File: config.mk
export PLATFORM = sky130hd
export DESIGN_NAME = exu_lsu
export DESIGN_NICKNAME = d
export VERILOG_FILES = /design/src/rtl/exu_lsu_pkg.sv /design/src/rtl/exu_lsu_pending_fifo.sv /design/src/rtl/exu_lsu.sv
export SDC_FILE = /design/constraint.sdc
export NUM_CORES = 1
export LEC_CHECK = 0
export BUFFER_PORTS_ARGS = -buffer_cell sky130_fd_sc_hd__buf_2
export CAP_MARGIN = 30
export CORE_MARGIN = 3
export CORE_UTILIZATION = 51
export CTS_BUF_LIST = sky130_fd_sc_hd__clkbuf_16
export DETAILED_ROUTE_END_ITERATION = 16
export GPL_TIMING_DRIVEN = 0
export PLACE_DENSITY = 0.88
export SLEW_MARGIN = 20
export SYNTH_ARGS = -nofsm -noshare
export SYNTH_HDL_FRONTEND = slang
export SYNTH_SLANG_ARGS = --single-unit
File: constraint.sdc
create_clock -name clk -period 4.22 [get_ports clk]
set_input_delay 0.422 -clock clk [delete_from_list [all_inputs] [get_ports clk]]
set_output_delay 0.422 -clock clk [all_outputs]
set_load 0.005 [all_outputs]
File: src/rtl/exu_lsu_pkg.sv
// Shared definitions for the execute-stage load/store unit: size encodings,
// byte-enable patterns, pending-load metadata and load data alignment.
package exu_lsu_pkg;

  localparam logic [1:0] LSU_SIZE_B = 2'b00;
  localparam logic [1:0] LSU_SIZE_H = 2'b01;
  localparam logic [1:0] LSU_SIZE_W = 2'b10;

  localparam int unsigned LSU_RD_W   = 5;
  localparam int unsigned LSU_META_W = 5 + 2 + 2 + 1;

  localparam logic [3:0] LSU_SEL_B = 4'b0001;
  localparam logic [3:0] LSU_SEL_H = 4'b0011;
  localparam logic [3:0] LSU_SEL_W = 4'b1111;

  typedef struct packed {
    logic [LSU_RD_W-1:0] rd;
    logic [1:0]          off;
    logic [1:0]          size;
    logic                uns;
  } lsu_meta_t;

  function automatic logic lsu_misaligned(input logic [1:0] size, input logic [1:0] off);
    logic mis;
    mis = 1'b0;
    if (size == LSU_SIZE_H) mis = off[0];
    else if (size != LSU_SIZE_B) mis = (off != 2'b00);
    return mis;
  endfunction

  // Select the addressed byte/half from a response word and extend it
  function automatic logic [31:0] lsu_load_align(input lsu_meta_t m, input logic [31:0] rdata);
    logic [31:0] sh;
    logic [31:0] res;
    sh = rdata >> {m.off, 3'b000};
    case (m.size)
      LSU_SIZE_B: res = m.uns ? {24'h0, sh[7:0]}  : {{24{sh[7]}}, sh[7:0]};
      LSU_SIZE_H: res = m.uns ? {16'h0, sh[15:0]} : {{16{sh[15]}}, sh[15:0]};
      default:    res = rdata;
    endcase
    return res;
  endfunction

endpackage

File: src/rtl/exu_lsu_pending_fifo.sv
// Generic synchronous FIFO holding metadata of loads awaiting a response.
module lsu_pending_fifo #(
  parameter int unsigned DEPTH = 2,
  parameter int unsigned WIDTH = 8
) (
  input  logic                           clk,
  input  logic                           rst_n,
  input  logic                           push_i,
  input  logic [WIDTH-1:0]               wdata_i,
  input  logic                           pop_i,
  output logic [WIDTH-1:0]               rdata_o,
  output logic                           full_o,
  output logic                           empty_o,
  output logic [$clog2(DEPTH+1)-1:0]     count_o
);

  localparam int unsigned AW = (DEPTH > 1) ? $clog2(DEPTH) : 1;
  localparam int unsigned CW = $clog2(DEPTH+1);

  logic [WIDTH-1:0] mem_q [DEPTH];
  logic [AW-1:0]    wr_idx_q, wr_idx_d, rd_idx_q, rd_idx_d;
  logic             wr_wrap_q, wr_wrap_d, rd_wrap_q, rd_wrap_d;
  logic             same_idx;

  assign same_idx = (wr_idx_q == rd_idx_q);
  assign full_o   = same_idx & (wr_wrap_q != rd_wrap_q);
  assign empty_o  = same_idx & (wr_wrap_q == rd_wrap_q);
  assign count_o  = full_o ? CW'(DEPTH) : CW'(AW'(wr_idx_q - rd_idx_q));
  assign rdata_o  = mem_q[rd_idx_q];

  // Indices wrap modulo DEPTH; the wrap bits separate full from empty
  always_comb begin
    wr_idx_d  = wr_idx_q;
    wr_wrap_d = wr_wrap_q;
    rd_idx_d  = rd_idx_q;
    rd_wrap_d = rd_wrap_q;
    if (push_i) begin
      if (wr_idx_q == AW'(DEPTH-1)) begin
        wr_idx_d  = '0;
        wr_wrap_d = ~wr_wrap_q;
      end else begin
        wr_idx_d = wr_idx_q + AW'(1);
      end
    end
    if (pop_i) begin
      if (rd_idx_q == AW'(DEPTH-1)) begin
        rd_idx_d  = '0;
        rd_wrap_d = ~rd_wrap_q;
      end else begin
        rd_idx_d = rd_idx_q + AW'(1);
      end
    end
  end

  always_ff @(posedge clk or negedge rst_n) begin
    if (!rst_n) begin
      wr_idx_q  <= '0;
      wr_wrap_q <= 1'b0;
      rd_idx_q  <= '0;
      rd_wrap_q <= 1'b0;
    end else begin
      wr_idx_q  <= wr_idx_d;
      wr_wrap_q <= wr_wrap_d;
      rd_idx_q  <= rd_idx_d;
      rd_wrap_q <= rd_wrap_d;
    end
  end

  always_ff @(posedge clk) begin
    if (push_i) mem_q[wr_idx_q] <= wdata_i;
  end

endmodule

File: src/rtl/exu_lsu.sv
// Execute-stage load/store unit: registered request stage, pending-load queue
// allowing overlapped loads, lane formatting and registered load write-back.
module exu_lsu
  import exu_lsu_pkg::*;
#(
  parameter int unsigned OUTSTANDING = 2,
  parameter int unsigned ADDR_W      = 32
) (
  input  logic              clk,
  input  logic              rst_n,
  input  logic              req_i,
  input  logic              store_i,
  input  logic [1:0]        size_i,
  input  logic              unsigned_i,
  input  logic [ADDR_W-1:0] addr_i,
  input  logic [31:0]       wdata_i,
  input  logic [4:0]        rd_waddr_i,
  output logic              accept_o,
  output logic              hold_flag_o,
  output logic              busy_o,
  output logic              mem_req_valid_o,
  input  logic              mem_req_ready_i,
  output logic [ADDR_W-1:0] mem_addr_o,
  output logic [31:0]       mem_wdata_o,
  output logic              mem_we_o,
  output logic [3:0]        mem_sel_o,
  input  logic              mem_rsp_valid_i,
  output logic              mem_rsp_ready_o,
  input  logic [31:0]       mem_rdata_i,
  output logic              wb_valid_o,
  output logic [4:0]        wb_waddr_o,
  output logic [31:0]       wb_wdata_o,
  output logic              misaligned_o,
  output logic [ADDR_W-1:0] misaligned_addr_o
);

  localparam int unsigned CW = $clog2(OUTSTANDING+1);
  localparam int unsigned LW = CW + 1;

  logic              req_valid_q, req_valid_d;
  logic [ADDR_W-1:0] req_addr_q, req_addr_d;
  logic [31:0]       req_wdata_q, req_wdata_d;
  logic              req_we_q, req_we_d;
  logic [3:0]        req_sel_q, req_sel_d;
  lsu_meta_t         req_meta_q, req_meta_d;

  logic              wb_valid_q, wb_valid_d;
  logic [4:0]        wb_waddr_q, wb_waddr_d;
  logic [31:0]       wb_wdata_q, wb_wdata_d;
  logic              mis_q, mis_d;
  logic [ADDR_W-1:0] mis_addr_q, mis_addr_d;

  logic              fifo_full, fifo_empty;
  logic [CW-1:0]     fifo_count;
  lsu_meta_t         head_meta;

  logic              stage_free, push, pop, mis_c, load_ok, take_c;
  logic [3:0]        sel_c;
  logic [31:0]       wdata_c;

  assign stage_free = ~req_valid_q | mem_req_ready_i;
  assign push       = req_valid_q & mem_req_ready_i & ~req_we_q & ~fifo_full;
  assign pop        = mem_rsp_valid_i & mem_rsp_ready_o;
  assign mis_c      = lsu_misaligned(size_i, addr_i[1:0]);

  // Loads count both queued entries and a load still in the request stage
  assign load_ok = (LW'(fifo_count) + LW'(req_valid_q & ~req_we_q) - LW'(pop)) < LW'(OUTSTANDING);

  assign accept_o    = req_i & stage_free & (store_i | mis_c | load_ok);
  assign hold_flag_o = req_i & ~accept_o;
  assign take_c      = accept_o & ~mis_c;

  assign busy_o          = req_valid_q | ~fifo_empty;
  assign mem_rsp_ready_o = ~fifo_empty;

  assign mem_req_valid_o   = req_valid_q;
  assign mem_addr_o        = req_addr_q;
  assign mem_wdata_o       = req_wdata_q;
  assign mem_we_o          = req_we_q;
  assign mem_sel_o         = req_sel_q;
  assign wb_valid_o        = wb_valid_q;
  assign wb_waddr_o        = wb_waddr_q;
  assign wb_wdata_o        = wb_wdata_q;
  assign misaligned_o      = mis_q;
  assign misaligned_addr_o = mis_addr_q;

  // Byte-lane enables and replicated store data
  always_comb begin
    sel_c   = LSU_SEL_W;
    wdata_c = wdata_i;
    case (size_i)
      LSU_SIZE_B: begin
        sel_c   = LSU_SEL_B << addr_i[1:0];
        wdata_c = {4{wdata_i[7:0]}};
      end
      LSU_SIZE_H: begin
        sel_c   = LSU_SEL_H << addr_i[1:0];
        wdata_c = {2{wdata_i[15:0]}};
      end
      default: ;
    endcase
  end

  always_comb begin
    req_valid_d = req_valid_q;
    req_addr_d  = req_addr_q;
    req_wdata_d = req_wdata_q;
    req_we_d    = req_we_q;
    req_sel_d   = req_sel_q;
    req_meta_d  = req_meta_q;
    wb_valid_d  = 1'b0;
    wb_waddr_d  = wb_waddr_q;
    wb_wdata_d  = wb_wdata_q;
    mis_d       = accept_o & mis_c;
    mis_addr_d  = mis_addr_q;

    if (take_c) begin
      req_valid_d     = 1'b1;
      req_addr_d      = {addr_i[ADDR_W-1:2], 2'b00};
      req_wdata_d     = wdata_c;
      req_we_d        = store_i;
      req_sel_d       = sel_c;
      req_meta_d.rd   = rd_waddr_i;
      req_meta_d.off  = addr_i[1:0];
      req_meta_d.size = size_i;
      req_meta_d.uns  = unsigned_i;
    end else if (mem_req_ready_i) begin
      req_valid_d = 1'b0;
    end

    if (accept_o & mis_c) mis_addr_d = addr_i;

    if (pop) begin
      wb_valid_d = (head_meta.rd != 5'd0);
      wb_waddr_d = head_meta.rd;
      wb_wdata_d = lsu_load_align(head_meta, mem_rdata_i);
    end
  end

  always_ff @(posedge clk or negedge rst_n) begin
    if (!rst_n) begin
      req_valid_q <= 1'b0;
      req_addr_q  <= '0;
      req_wdata_q <= '0;
      req_we_q    <= 1'b0;
      req_sel_q   <= '0;
      req_meta_q  <= '0;
      wb_valid_q  <= 1'b0;
      wb_waddr_q  <= '0;
      wb_wdata_q  <= '0;
      mis_q       <= 1'b0;
      mis_addr_q  <= '0;
    end else begin
      req_valid_q <= req_valid_d;
      req_addr_q  <= req_addr_d;
      req_wdata_q <= req_wdata_d;
      req_we_q    <= req_we_d;
      req_sel_q   <= req_sel_d;
      req_meta_q  <= req_meta_d;
      wb_valid_q  <= wb_valid_d;
      wb_waddr_q  <= wb_waddr_d;
      wb_wdata_q  <= wb_wdata_d;
      mis_q       <= mis_d;
      mis_addr_q  <= mis_addr_d;
    end
  end

  lsu_pending_fifo #(
    .DEPTH (OUTSTANDING),
    .WIDTH (LSU_META_W)
  ) u_pending (
    .clk     (clk),
    .rst_n   (rst_n),
    .push_i  (push),
    .wdata_i (req_meta_q),
    .pop_i   (pop),
    .rdata_o (head_meta),
    .full_o  (fifo_full),
    .empty_o (fifo_empty),
    .count_o (fifo_count)
  );

endmodule

==> results.md <==
- Synth async-reset ratio: roughly nine tenths
- Comb pwr share: approximately 40%
- Worst VDD drop: roughly 0.0005 V
- FF-to-FF Start: u_pending.rd_wrap_q$_DFFE_PN0P_
- GRT overflow: 0
- Vias in the first global route: around 7000
- HPWL Detailed: 16550 um
- Drt first pass iters: 7
- CP required: 3.80 ns
- Number of synthesized flops with an enable pin: 20
- Setup violators final: 0
- Maximum clock frequency: 247.8 MHz
- Post-synth top flop: dfrtp_1
- CTS H-tree depth: 4
- Num CTS Buffers: 17
- Starting Density: between 50% and 60%
- Most area-consuming cells after synthesis: dfrtp_1 49%, nand2_1 11%, edfxtp_1 7.8%
- P_int: around 0.0045 W
- Slew Viols, Final: 0
- Synth-to-Final Area Change: 28.15%
- Via count: about 6900
- Slew headroom: between 30% and 40%
- Post-route setup TNS: 0 ns
- Clock sink count: about 170
- Nets: between 1000 and 1500
- Worst Hold Class: primary input to async pin
- Power Dens Cells: about 730 nW/um2
- Synth Cell Area: ~7700 um2
- Inserted Diodes: 0
- Yosys reg bits: ~170
- Clk_lat worst skew: around 0.43 ns
- Sw Share: a little under two fifths
- Clk root buf: clkbuf_16
- Die Wd: approximately 130 um
- Share of cells above drive strength 1: 33.21%
- Most common cell in the synthesized netlist: nand2_1
- Clock tree buffer depth: 2
- Placer Congestion: a little over 0.9
- Worst-path clk slew: around 0.070 ns
- Synthesized instance count: approximately 800
- Sequential power share: about two fifths
- Max Cap Viol: 0
- # port buffers: between 200 and 300
- Die area: 16710 um2
- Final antenna-violating net count: 0
- First-pass GRT wire length: approximately 35000 um
- Leading area contributor after synthesis: dfrtp_1
- Tcrit/Tclk final: about 96%
- Hold Vio Cnt, Final: 0
- Kind of critical path: register to output port
- Yosys top cell area share: between 40 and 50%
- DR iter-0 viols: between 500 and 600
- Clock share of power: a little over a fifth
- CTS tree: built
- Crit end category: output port
- Total GRT Usage: between 20 and 30%
- Critical path startpoint category: register
- I/O pins: 255
- Pin count of the biggest net entering global routing: 98
- DRC Markers: 0
- Avg Cell Area, Syn: just under 10 um2
- Layout Skew: 0.01158 ns
- Fill count: ~1100
- Worst Tran Pin Value: just over 0.9 ns
- # rows: 44
- Worst Setup SP: u_pending.rd_wrap_q$_DFFE_PN0P_
- Outcome: completed
- Die Span Y: 129.3 um
- Leakage: 4.947 nW
- Layout Utilization: between 60% and 70%
- Via density: 5.520
- Net Switching: 0.002751 W
- Minimum clock period after layout: between 4 and 5 ns
- Synth cell types: 45
- WL final: between 20000 and 25000 um
- Arrival time of the worst setup path: between 3 and 4 ns
- Initial antenna violation count: 0
- Post-synth top cells: 232 x nand2_1, 153 x dfrtp_1, 57 x nor2_1
- Crit path max fanout: 10
- Yosys warns: 0
- Core Area: 14700 um2
- CTS Hold Bufs: 0
- Routed wire per std cell: 17.84 um
- Post-synthesis sequential area ratio: around 57%
routing by layer:
layer	part of all wire, %	up-vias	track usage, %	wire [um]
met3	9.3	56	8.450	2063
met4	2.7	0	10.07	602
met5	0	-	0	0
li1	-	3174	-	-
met2	50	339	45.37	11080
met1	38	3314	32.65	8503
final timing paths:
| path | end | slack, ns | cells past startpoint |
|---|---|---|---|
| worst max-delay path | hold_flag_o | 0.18 | 11 |
| worst min-delay path | wb_wdata_o[27]$_DFFE_PN0P_ | 0.04 | 1 |
| worst max register to register | mem_wdata_o[11]$_DFFE_PN0P_ | 0.51 | 12 |
| worst min register to register | u_pending.mem_q[0][1]$_DFFE_PP_ | 0.47 | 0 |
| max in group asynchronous | mem_addr_o[17]$_DFFE_PN0P_ | 3.47 | 2 |
| min in group clk | mem_addr_o[18]$_DFFE_PN0P_ | 0.20 | 3 |
power by group through the flow:
| stage | registers, W | clock network [W] | logic (W) |
|---|---|---|---|
| global placement | 0.00278 | 0 | 0.00270 |
| finish | 0.00283 | 0.00158 | 0.00288 |
| CTS | 0.00281 | 0.00160 | 0.00286 |
| floorplan | 0.00282 | 0 | 0.00155 |
| global route | 0.00291 | 0.00168 | 0.00320 |
| detailed placement | 0.00282 | 0 | 0.00281 |
per-stage QoR:
| stage | hold WS (ns) | total power [W] | cell area (um2) | cells | setup slack [ns] |
|---|---|---|---|---|---|
| 4_1_cts | 0.04998 | 0.007265 | 9896 | 1248 | 0.002224 |
| 3_5_place_dp | 0.4574 | 0.005634 | 9270 | 1216 | -0.1563 |
| 3_3_place_gp | 0.4495 | 0.005481 | 9233 | 1215 | -0.1346 |
| 5_1_grt | 0.07781 | 0.007793 | 9928 | 1247 | -0.01146 |
| 2_1_floorplan | 0.1264 | 0.004373 | 7751 | 781 | 0.5853 |
| 6_report | 0.03515 | 0.007293 | 9928 | 1247 | 0.1845 |
cell usage in the layout, fill, tap and decap left out, types with 5 or more instances in the layout:
| cell | instances |
|---|---|
| a2bb2oi_1 | 14 |
| a22oi_1 | 7 |
| nand2b_1 | 17 |
| clkbuf_16 | 18 |
| a21oi_1 | 24 |
| nor2_1 | 57 |
| o21ai_0 | 38 |
| a31oi_1 | 26 |
| edfxtp_1 | 20 |
| clkbuf_1 | 29 |
| mux2_2 | 34 |
| buf_4 | 6 |
| buf_2 | 262 |
| nor2b_1 | 5 |
| mux2i_1 | 32 |
| dfrtp_1 | 152 |
| nand2_1 | 232 |
| nand3_1 | 24 |
| inv_1 | 6 |
flip-flops by register name (all words and copies together) (netlist names):
register / count
u_pending.rd_wrap_q: 1
u_pending.wr_wrap_q: 1
mem_we_o: 1
mem_addr_o: 30
u_pending.rd_idx_q: 1
req_meta_q: 10
mem_wdata_o: 32
mem_req_valid_o: 1
wb_wdata_o: 32
misaligned_o: 1
u_pending.mem_q: 20
misaligned_addr_o: 32
wb_waddr_o: 5
wb_valid_o: 1
u_pending.wr_idx_q: 1
mem_sel_o: 4
final cells by class:
cell class	count	area (um2)	area share, %
clock inverter	14	151.4	1.525
tap	184	230.2	2.319
clock buffer	18	450.4	4.537
timing repair buffer	252	1296	13.06
buffer	51	252.7	2.546
inverter	6	22.52	0.2268
multi-input combinational	549	3094	31.17
sequential	173	4431	44.63
critical path: stages (launching register included):
cell,delay [ns]
dfrtp_1,0.44
xnor2_2,0.25
nand2_1,0.13
and2_4,0.22
clkbuf_4,0.21
ha_1,0.31
nor2_1,0.14
fa_1,0.46
or4_4,0.57
a41oi_4,0.25
nor2b_1,0.08
buf_2,0.13
kinds of logic (layout without fill, tap and decap cells):
group	after synthesis	count (layout)	synth area share (%)
simple gates	347	347	18.35
flops	173	173	57.17
compound gates	122	122	9.949
mux	68	68	9.561
buf+inv	59	341	3.601
xor+xnor	8	8	0.9043
fa+ha+maj	2	2	0.4199
other cells	1	2	0.04840
what timing repair did:
| item | 4_1_cts | 5_1_grt |
|---|---|---|
| pin swaps | 1 | 2 |
| setup buffers | 1 | 0 |
| endpoints found under the setup margin | 10 | 2 |
| resized for setup | 5 | 6 |
Power figures use the tool's default switching activity.
